[src/rtl/cpu_step_ctrl.sv]
// ---------------------------------------------------------------------------
// cpu_step_ctrl
//   Generates the single-cycle clock-enable that advances the CPU core by one
//   instruction. Three operating modes: continuous run (one pulse per rising
//   edge of the divided slow clock), manual single-step (one pulse per
//   debounced button press) and halt. Everything runs in the board clock
//   domain; the slow clock and the board controls are synchronized first.
//
// Configuration macro:
//   CPU_STEP_SIM_FAST_EN - when defined, the debounce threshold is forced to
//                          4 cycles (fast simulation); otherwise
//                          DEBOUNCE_CYCLES is used.
//
// Ports:
//   clk       in   board clock
//   rst       in   synchronous active-low reset
//   slow_clk  in   divided square wave (asynchronous, synchronized here)
//   step_btn  in   raw active-high push button (bouncing)
//   mode_run  in   raw slide switch, 1 = run, 0 = step
//   halt      in   CPU halt indication, synchronous to clk
//   cpu_en    out  one-clk-wide advance pulse
//   state     out  00 IDLE, 01 RUN, 10 STEP, 11 HALTED
//   step_cnt  out  number of cpu_en pulses issued (wrapping)
// ---------------------------------------------------------------------------
module cpu_step_ctrl #(
    parameter int DEBOUNCE_CYCLES = 1000000,
    parameter int CNT_W           = 16
) (
    input  logic             clk,
    input  logic             rst,
    input  logic             slow_clk,
    input  logic             step_btn,
    input  logic             mode_run,
    input  logic             halt,
    output logic             cpu_en,
    output logic [1:0]       state,
    output logic [CNT_W-1:0] step_cnt
);

`ifdef CPU_STEP_SIM_FAST_EN
    localparam int DB_TH = 4;
`else
    localparam int DB_TH = DEBOUNCE_CYCLES;
`endif
    // The counter only needs to reach DB_TH-1.
    localparam int             DB_W    = (DB_TH > 1) ? $clog2(DB_TH) : 1;
    localparam logic [DB_W-1:0] DB_LAST = DB_W'(DB_TH - 1);

    typedef enum logic [1:0] {
        ST_IDLE   = 2'b00,
        ST_RUN    = 2'b01,
        ST_STEP   = 2'b10,
        ST_HALTED = 2'b11
    } state_t;

    logic             slow_s1_r, slow_s2_r, slow_s3_r;
    logic             btn_s1_r, btn_s2_r;
    logic             mode_s1_r, mode_s2_r;
    logic             tick_s;
    logic             tick_r;
    logic [DB_W-1:0]  db_cnt_r;
    logic             btn_stable_r;
    logic             press_r;
    state_t           state_r;
    logic             cpu_en_r;
    logic [CNT_W-1:0] step_cnt_r;

    // Rising edge of the synchronized slow clock.
    assign tick_s = slow_s2_r & ~slow_s3_r;

    // Two-flop synchronizers, extra slow_clk delay flop, registered tick.
    // Registering the tick puts cpu_en three edges after the slow_clk rise
    // is first sampled.
    always_ff @(posedge clk) begin
        if (!rst) begin
            slow_s1_r <= 1'b0;
            slow_s2_r <= 1'b0;
            slow_s3_r <= 1'b0;
            btn_s1_r  <= 1'b0;
            btn_s2_r  <= 1'b0;
            mode_s1_r <= 1'b0;
            mode_s2_r <= 1'b0;
            tick_r    <= 1'b0;
        end else begin
            slow_s1_r <= slow_clk;
            slow_s2_r <= slow_s1_r;
            slow_s3_r <= slow_s2_r;
            btn_s1_r  <= step_btn;
            btn_s2_r  <= btn_s1_r;
            mode_s1_r <= mode_run;
            mode_s2_r <= mode_s1_r;
            tick_r    <= tick_s;
        end
    end

    // Button debounce: accept a new level only after DB_TH consecutive
    // differing cycles; a press pulse is emitted only on 0->1 acceptance.
    always_ff @(posedge clk) begin
        if (!rst) begin
            db_cnt_r     <= {DB_W{1'b0}};
            btn_stable_r <= 1'b0;
            press_r      <= 1'b0;
        end else if (btn_s2_r != btn_stable_r) begin
            if (db_cnt_r == DB_LAST) begin
                btn_stable_r <= btn_s2_r;
                db_cnt_r     <= {DB_W{1'b0}};
                press_r      <= btn_s2_r;
            end else begin
                db_cnt_r     <= db_cnt_r + DB_W'(1);
                press_r      <= 1'b0;
            end
        end else begin
            db_cnt_r <= {DB_W{1'b0}};
            press_r  <= 1'b0;
        end
    end

    // Mode FSM with registered cpu_en and step counter; halt wins everywhere.
    always_ff @(posedge clk) begin
        if (!rst) begin
            state_r    <= ST_IDLE;
            cpu_en_r   <= 1'b0;
            step_cnt_r <= {CNT_W{1'b0}};
        end else begin
            cpu_en_r <= 1'b0;
            case (state_r)
                ST_IDLE: begin
                    if (halt) begin
                        state_r <= ST_HALTED;
                    end else if (mode_s2_r) begin
                        state_r <= ST_RUN;
                    end else if (press_r) begin
                        state_r <= ST_STEP;
                    end else begin
                        state_r <= ST_IDLE;
                    end
                end
                ST_RUN: begin
                    if (halt) begin
                        state_r <= ST_HALTED;
                    end else if (!mode_s2_r) begin
                        state_r <= ST_IDLE;
                    end else if (tick_r) begin
                        cpu_en_r   <= 1'b1;
                        step_cnt_r <= step_cnt_r + CNT_W'(1);
                    end else begin
                        state_r <= ST_RUN;
                    end
                end
                ST_STEP: begin
                    // The single-step pulse is issued on the way out.
                    if (halt) begin
                        state_r <= ST_HALTED;
                    end else begin
                        state_r    <= ST_IDLE;
                        cpu_en_r   <= 1'b1;
                        step_cnt_r <= step_cnt_r + CNT_W'(1);
                    end
                end
                ST_HALTED: begin
                    if (!halt && !mode_s2_r) begin
                        state_r <= ST_IDLE;
                    end else begin
                        state_r <= ST_HALTED;
                    end
                end
                default: begin
                    state_r <= ST_IDLE;
                end
            endcase
        end
    end

    assign cpu_en   = cpu_en_r;
    assign state    = state_r;
    assign step_cnt = step_cnt_r;

endmodule

[config.mk]
export PLATFORM = sky130hd
export DESIGN_NAME = cpu_step_ctrl
export DESIGN_NICKNAME = d
export VERILOG_FILES = /design/src/rtl/cpu_step_ctrl.sv
export SDC_FILE = /design/constraint.sdc
export NUM_CORES = 1
export LEC_CHECK = 0
export CAP_MARGIN = 20
export CORE_MARGIN = 3
export CORE_UTILIZATION = 30
export DETAILED_ROUTE_END_ITERATION = 16
export GPL_TIMING_DRIVEN = 0
export SETUP_SLACK_MARGIN = 0.5
export SLEW_MARGIN = 20
export SYNTH_ARGS = -nofsm -noshare
export SYNTH_HDL_FRONTEND = slang
export SYNTH_SLANG_ARGS = --single-unit
[constraint.sdc]
create_clock -name clk -period 3.8 [get_ports clk]
set_input_delay 0.57 -clock clk [delete_from_list [all_inputs] [get_ports clk]]
set_output_delay 0.57 -clock clk [all_outputs]
set_load 0.02 [all_outputs]
# Word-level counts from Yosys, hierarchy flattened
# Cells that the tools add are included.
[word_totals] input_bits=6 ff_bits=49 out_inout_bits=19 elab_cells=58
[op_classes] n_reduce_logical=9 eq_ne=10 bitwise_logic=4 add_sub_neg=2 mux=19
[ops] operator="16-bit two-way mux" count=4
[ops] operator="16-bit case mux with 2 select lines" count=1
[ops] operator="20-bit by 1-bit adder with 20-bit output (second input constant)" count=1
[ops] operator="20-bit equality test (second input constant)" count=1
[ops] operator="16-bit by 1-bit adder with 16-bit output (second input constant)" count=1
[ops] operator="2-bit two-way mux" count=8
[ops] operator="2-bit inequality test (second input constant)" count=4
[ops] operator="2-bit case mux with 4 select lines" count=1
[ops] operator="5-bit AND reduction" count=1
[ops] operator="2-bit equality test (second input constant)" count=2
[ops] operator="1-bit two-way mux" count=4
[ops] operator="4-bit inequality test (second input constant)" count=1
[ops] operator="1-bit NOT" count=3
[ops] operator="3-bit AND reduction" count=1
[ops] operator="3-bit OR reduction" count=1
[ops] operator="2-bit by 1-bit equality test with 1-bit output (second input constant)" count=1
[ops] operator="1-bit logical NOT" count=2
[ops] operator="2-bit logical NOT" count=1
[ops] operator="1-bit case mux with 2 select lines" count=1
[ops] operator="2-bit AND reduction" count=1
[ops] operator="2-bit nonzero test" count=1
[ops] operator="1-bit bitwise AND" count=1
[ops] operator="1-bit logical AND" count=1
[ops] operator="1-bit inequality test" count=1

# Logic depth before layout (Yosys ltp)
# Gate-level depths: netlist (run 1).
[logic_depth] ltp_word=5 ltp_mapped=8 ltp_nobuf=6

# Worst setup path after synthesis (run 1)
# No wires, ideal clock.
[synth_path] path_kind="reg-to-reg" from="register state_r[1] (netlist: state[1])" to="register step_cnt_r[11] (netlist: step_cnt[11])" path_slack_ns=1.705 stages_incl_launch_ff=7 t_arrival_ns=2.023 n_path_buf=1 synth_period_minus_slack_ns=2.095 cell_sequence="dfxtp_1 > inv_1 > ha_1 > or3_1 > clkbuf_1 > a2111oi_0 > mux2i_1"
[synth_via] elab_chain_len=3 elab_cells_between_ends=9 cone_classes="eq/ne (6); mux (1); reduce/logical (2)"
[synth_lines] element="from (decl)" line_no="64" text="state_t state_r;"
[synth_lines] element="from (signal assigned)" line_no="121" text="state_r <= ST_IDLE;"
[synth_lines] element="from (signal assigned)" line_no="129" text="state_r <= ST_HALTED;"
[synth_lines] element="from (signal assigned)" line_no="131" text="state_r <= ST_RUN;"
[synth_lines] element="2-bit by 1-bit equality test with 1-bit output / 2-bit equality test (equally long branches)" line_no="126" text="case (state_r)"
[synth_lines] element="2-bit inequality test (no source line) / 2-bit nonzero test (equally long branches)"
[synth_lines] element="5-bit AND reduction (no source line)"
[synth_lines] element="to (signal assigned)" line_no="123" text="step_cnt_r <= {CNT_W{1'b0}};"
[synth_lines] element="to (signal assigned)" line_no="145" text="step_cnt_r <= step_cnt_r + CNT_W'(1);"
[synth_lines] element="to (signal assigned)" line_no="157" text="step_cnt_r <= step_cnt_r + CNT_W'(1);"
[synth_lines] element="to (decl)" line_no="66" text="logic [CNT_W-1:0] step_cnt_r;"
# Parallel ways exist; a longest one is shown, timed or not.
# A chain may end at the register's enable or synchronous reset.

# Worst setup path in the final report (run 1)
[layout_path] from="register state_r[0] (netlist: state[0])" to="register step_cnt_r[12] (netlist: step_cnt[12])"
# Same word-level chain as after synthesis.

==> results.cfg, run 1 <==
[outcome]
status = complete, no violations

[detailed_routing]
final_antenna_net_count = 0
drc_errors = 0
wl_um = 4748
wl_per_cell_um = 12.02
drt_first_pass_iters = 4
num_vias = 1942
drt-initial-drc-count = 79
vias_per_cell = 4.916

[grt]
grt_overflow_total = 0
grt_antenna_before_repair = 0
grt_first_pass_wirelength_um = 8424
first_global_vias = 1810
grt_max_degree = 15
grt_usage = 0.1191

[placed_design]
placedCellCount = 388
postPlaceCellArea_mm2 = 0.002685
numPortBuffers = 24
routabilityCongestion = 0.8283
dp.final_hpwl_um = 3447

[cts]
cts_made_buffers = 5
ctsResizeCount = 0
cts_sinks = 49
clk_pin_slew_ns = 0.09
postCtsHoldBufs = 0
cts_buffer_depth = 2
htreeDepth = 2
clock_latency_ns = 0.30
cts_tree = built
cts_root_buffer = clkbuf_8
cts_setup_buffers = 0

[hold_path]
hold_depth = 1
hold_path.class = flip-flop to flip-flop

[critical_path]
cp-start-kind = flip-flop
endpoint_kind = flip-flop
critPathMaxFanout = 10
worstRegToRegCells = 7
crit_type = flip-flop to flip-flop
crit_arrival_ns = 2.51
cp.required_ns = 4.03

[synthesis]
synth_flop_cell = dfxtp_1
synth_edf_count = 0
synth_cell_types = 38
netlist.area_leader.share = 0.4226
seq_area_frac_synth = 0.4226
syn_avg_cell_area_um2 = 8.758
synthArstFlopShare = 0
syn_nets = 278
synth.area.top_cells = dfxtp_1 42%, mux2i_1 6.0%, nand2_1 5.0%, nand2b_1 4.3%, ha_1 3.8%
yosysTopAreaCell = dfxtp_1
ys_warn_count = 0
netlist_instances = 265
synth-seq-cells = 49
mappedNetlistArea_mm2 = 0.002321

[floorplanning]
die_area_mm2 = 0.008828
die_w_um = 93.96
io_pins = 25
core_mm2 = 0.007370
row_count = 31
die_y_um = 93.96
start_util = 0.3149

[layout]
final_common_cell = dfxtp_1
largest_register_ffs = 20
finalNonFillerCells = 395
final_cell_mix = 49 x dfxtp_1, 31 x nand2_1, 24 x clkdlybuf4s50_1, 16 x nand2b_1, 15 x nor2_1
nFillCells = 774
final_cell_area_mm2 = 0.002789
nets = 309
synthToLayoutAreaGrowth_pct = 20.16
largest-register = db_cnt_r
final_util = 0.3784
drive_above_1_share = 0.03378
antenna_cells = 0

[timing]
fin_tns_setup_ns = 0
final_hold_viol_count = 0
min_period_ns = 2.280
slew_viol_final = 0
max-slew-margin-rel = 0.5597
tightest_slew_ns = 0.6544
period_share = 0.6001
finalSetupViolations = 0
clock.fmax_mhz = 438.5
fin_worst_skew_ns = 0.008201
rsz0062_at_grt = false

[power]
cellPowerDensity_mw_per_mm2 = 337.2
power_w = 0.0009405
ir_drop_uv = 138.8
power.leakage_nw = 0.8760

[flow_run]
maxCapViolations = 0
==> critical path, stage by stage (launching register included) <==
cell and delay, ns:
dfxtp_1 0.45, inv_1 0.10, ha_1 0.28, or3_1 0.36, clkbuf_1 0.17, clkbuf_1 0.24
a211oi_1 0.38, mux2i_1 0.23
==> logic make-up (layout without fill, tap and decap cells) <==
logic type                 count (synthesis)  in the layout  share of synthesized area
AOI/OAI and AO/OA                         41             41                     0.1100
xor gates and xnor gates                  13             13                    0.04906
muxes                                     14             14                    0.06038
and+or+nand+nor                          124            124                     0.2927
buffers and inverters                     17             48                    0.02749
adders and majority gates                  7              7                    0.03773
DFF                                       49             49                     0.4226
==> final timing paths <==
| kind | slack, ns | start | to |
|---|---|---|---|
| worst min register to register | 0.39 | slow_s3_r$_SDFF_PN0_ | tick_r$_SDFF_PN0_ |
| worst max-delay path | 1.52 | state[0]$_SDFFE_PN0P_ | step_cnt[12]$_SDFFE_PN0P_ |
| worst min-delay path | 0.39 | slow_s3_r$_SDFF_PN0_ | tick_r$_SDFF_PN0_ |
| worst max register to register | 1.52 | state[0]$_SDFFE_PN0P_ | step_cnt[12]$_SDFFE_PN0P_ |
==> per-layer routing <==
metal,global-route usage,wire (um)
met3,0.03205,196
met4,0.03971,55
met5,0,0
met2,0.1975,2146
met1,0.1488,2349
==> metrics by stage <==
step | setup slack [ns] | hold slack (ns)
final | 1.520 | 0.3905
after global routing | 1.349 | 0.4069
after CTS | 1.525 | 0.3921
after detailed placement | 1.520 | 0.3785
after global placement | 1.542 | 0.3724
after floorplan | 1.705 | 0.3674
==> power breakdown <==
| part | switching [W] | internal (W) | leakage, nW |
|---|---|---|---|
| sequential | 0.00000618 | 0.000520 | 0.397 |
| combinational | 0.0000310 | 0.0000231 | 0.425 |
| clock | 0.000169 | 0.000192 | 0.0540 |
==> cell usage after synthesis, types with 2 or more instances <==
master and count:
dfxtp_1 49, nand2_1 31, nand2b_1 16, nor2_1 15, a21oi_1 14, mux2i_1 14, nand3_1 12, nand4_1 10
o21ai_0 10, clkbuf_1 8, inv_1 8, xnor2_1 8, and2_1 7, ha_1 7, nor3_1 6, nor4_1 6
a2111oi_0 5, a211oi_1 5, or3_1 5, xor2_1 5, or4_1 3, and3_1 2, nand4b_1 2, nor2b_1 2
o31ai_1 2
==> final cells by class <==
| type | count | area [um2] | area share |
|---|---|---|---|
| multi-input combinational | 199 | 1276 | 0.4576 |
| sequential | 49 | 980.9 | 0.3517 |
| timing repair buffer | 24 | 240.2 | 0.08614 |
| tap | 99 | 123.9 | 0.04441 |
| clock buffer | 5 | 68.82 | 0.02467 |
| clock inverter | 2 | 35.03 | 0.01256 |
| buffer | 9 | 33.78 | 0.01211 |
| inverter | 8 | 30.03 | 0.01077 |
Power figures use the tool's default switching activity.
==> run 2: changes to the inputs <==
clock period = 2.2 ns   (was 3.8 ns; I/O delays follow)
==> results.cfg, run 2 (same netlist as run 1, synthesis figures left out) <==
[hold_path]
hold_path.class = flip-flop to flip-flop

[detailed_routing]
num_vias = 2022
vias_per_cell = 4.956
wl_um = 5218
final_antenna_net_count = 0
drt-initial-drc-count = 48
wl_per_cell_um = 12.79
drt_first_pass_iters = 4
drc_errors = 0

[floorplanning]
die_area_mm2 = 0.008828
row_count = 31
core_mm2 = 0.007370
start_util = 0.3149
die_y_um = 93.96
die_w_um = 93.96
io_pins = 25

[cts]
cts_root_buffer = clkbuf_8
cts_buffer_depth = 2
cts_sinks = 49
clock_latency_ns = 0.30
postCtsHoldBufs = 0
htreeDepth = 2
cts_tree = built
cts_made_buffers = 5
clk_pin_slew_ns = 0.09

[placed_design]
numPortBuffers = 24
dp.final_hpwl_um = 3564
routabilityCongestion = 0.7857

[timing]
finalSetupViolations = 0
fin_tns_setup_ns = 0
tightest_slew_ns = 0.4751
rsz0062_at_grt = true
max-slew-margin-rel = 0.6751
fin_worst_skew_ns = 0.01103
slew_viol_final = 0
min_period_ns = 1.843
final_hold_viol_count = 0
period_share = 0.8377
clock.fmax_mhz = 542.6

[layout]
nFillCells = 740
multiInputGateArea_mm2 = 0.001539
nets = 321
antenna_cells = 0
largest-register = db_cnt_r
seqCellArea_mm2 = 0.001017
synthToLayoutAreaGrowth_pct = 40.11
largest_register_ffs = 20
final_cell_mix = 30 x nand2_1, 30 x dfxtp_1, 16 x nand2b_1, 15 x nor2_1
final_util = 0.4413
drive_above_1_share = 0.2524

[grt]
grt_first_pass_wirelength_um = 8983
first_global_vias = 1956
grt_antenna_before_repair = 0
grt_overflow_total = 0
grt_max_degree = 15
grt_usage = 0.1243

[critical_path]
crit_arrival_ns = 2.08
crit_type = flip-flop to flip-flop
cp-start-kind = flip-flop
endpoint_kind = flip-flop
cp.required_ns = 2.44
critPathMaxFanout = 7

[flow_run]
maxCapViolations = 0

[outcome]
status = complete, no violations

[power]
ir_drop_uv = 245.9
power.leakage_nw = 1.128
power_w = 0.001611
cellPowerDensity_mw_per_mm2 = 495.5
## run 2: critical path: stages (launching register included)
cell and delay [ns]:
dfxtp_4 0.42, inv_4 0.05, ha_4 0.17, or3_4 0.38
buf_12 0.16, clkbuf_16 0.16, buf_4 0.14, a21oi_4 0.11
mux2i_1 0.19
## run 2: what timing repair did
action / CTS / global route
buffers inserted: 5 / 6
gates resized for setup: 23 / 38
hold endpoints to repair: 0 / 0
pin swaps: 6 / 8
endpoints found under the setup margin: 39 / 49
gates cloned: 1 / 0
## run 2: through the flow
stage / setup slack (ns) / instance area, um2 / cells / hold slack [ns]
final: 0.3570 / 3252 / 408 / 0.3865
after global placement: 0.2096 / 2882 / 388 / 0.3720
after floorplan: 0.4211 / 2517 / 265 / 0.3674
after CTS: 0.3435 / 3084 / 402 / 0.3881
after global routing: 0.2811 / 3252 / 408 / 0.4153
after detailed placement: 0.2180 / 2882 / 388 / 0.3746
## run 2: final cells by class
type | instances | share of cell area
multi-input combinational | 199 | 0.4733
clock inverter | 1 | 0.001539
buffer | 9 | 0.02732
inverter | 8 | 0.01077
timing repair buffer | 36 | 0.1066
tap | 99 | 0.03809
sequential | 49 | 0.3128
clock buffer | 7 | 0.02963
## run 2: power breakdown
group	switching [W]	leakage, nW	internal [W]	total (W)
sequential	0.0000149	0.408	0.000894	0.000909
combinational	0.0000648	0.666	0.0000548	0.000120
clock	0.000298	0.0542	0.000285	0.000583
## run 2: metal layers
| metal | part of all wire | GRT usage | wire, um |
|---|---|---|---|
| met3 | 0.035 | 0.02804 | 183 |
| met1 | 0.47 | 0.1525 | 2427 |
| met5 | 0 | 0 | 0 |
| met4 | 0.0092 | 0.03971 | 48 |
| met2 | 0.49 | 0.2147 | 2558 |
## run 2: path summary, 6_finish.rpt
check / start / to / cells past startpoint / slack (ns)
setup / recovery: state[0]$_SDFFE_PN0P_ / step_cnt[7]$_SDFFE_PN0P_ / 8 / 0.36
hold / removal: slow_s3_r$_SDFF_PN0_ / tick_r$_SDFF_PN0_ / 1 / 0.39
setup reg to reg: state[0]$_SDFFE_PN0P_ / step_cnt[7]$_SDFFE_PN0P_ / 8 / 0.36
hold reg to reg: slow_s3_r$_SDFF_PN0_ / tick_r$_SDFF_PN0_ / 1 / 0.39
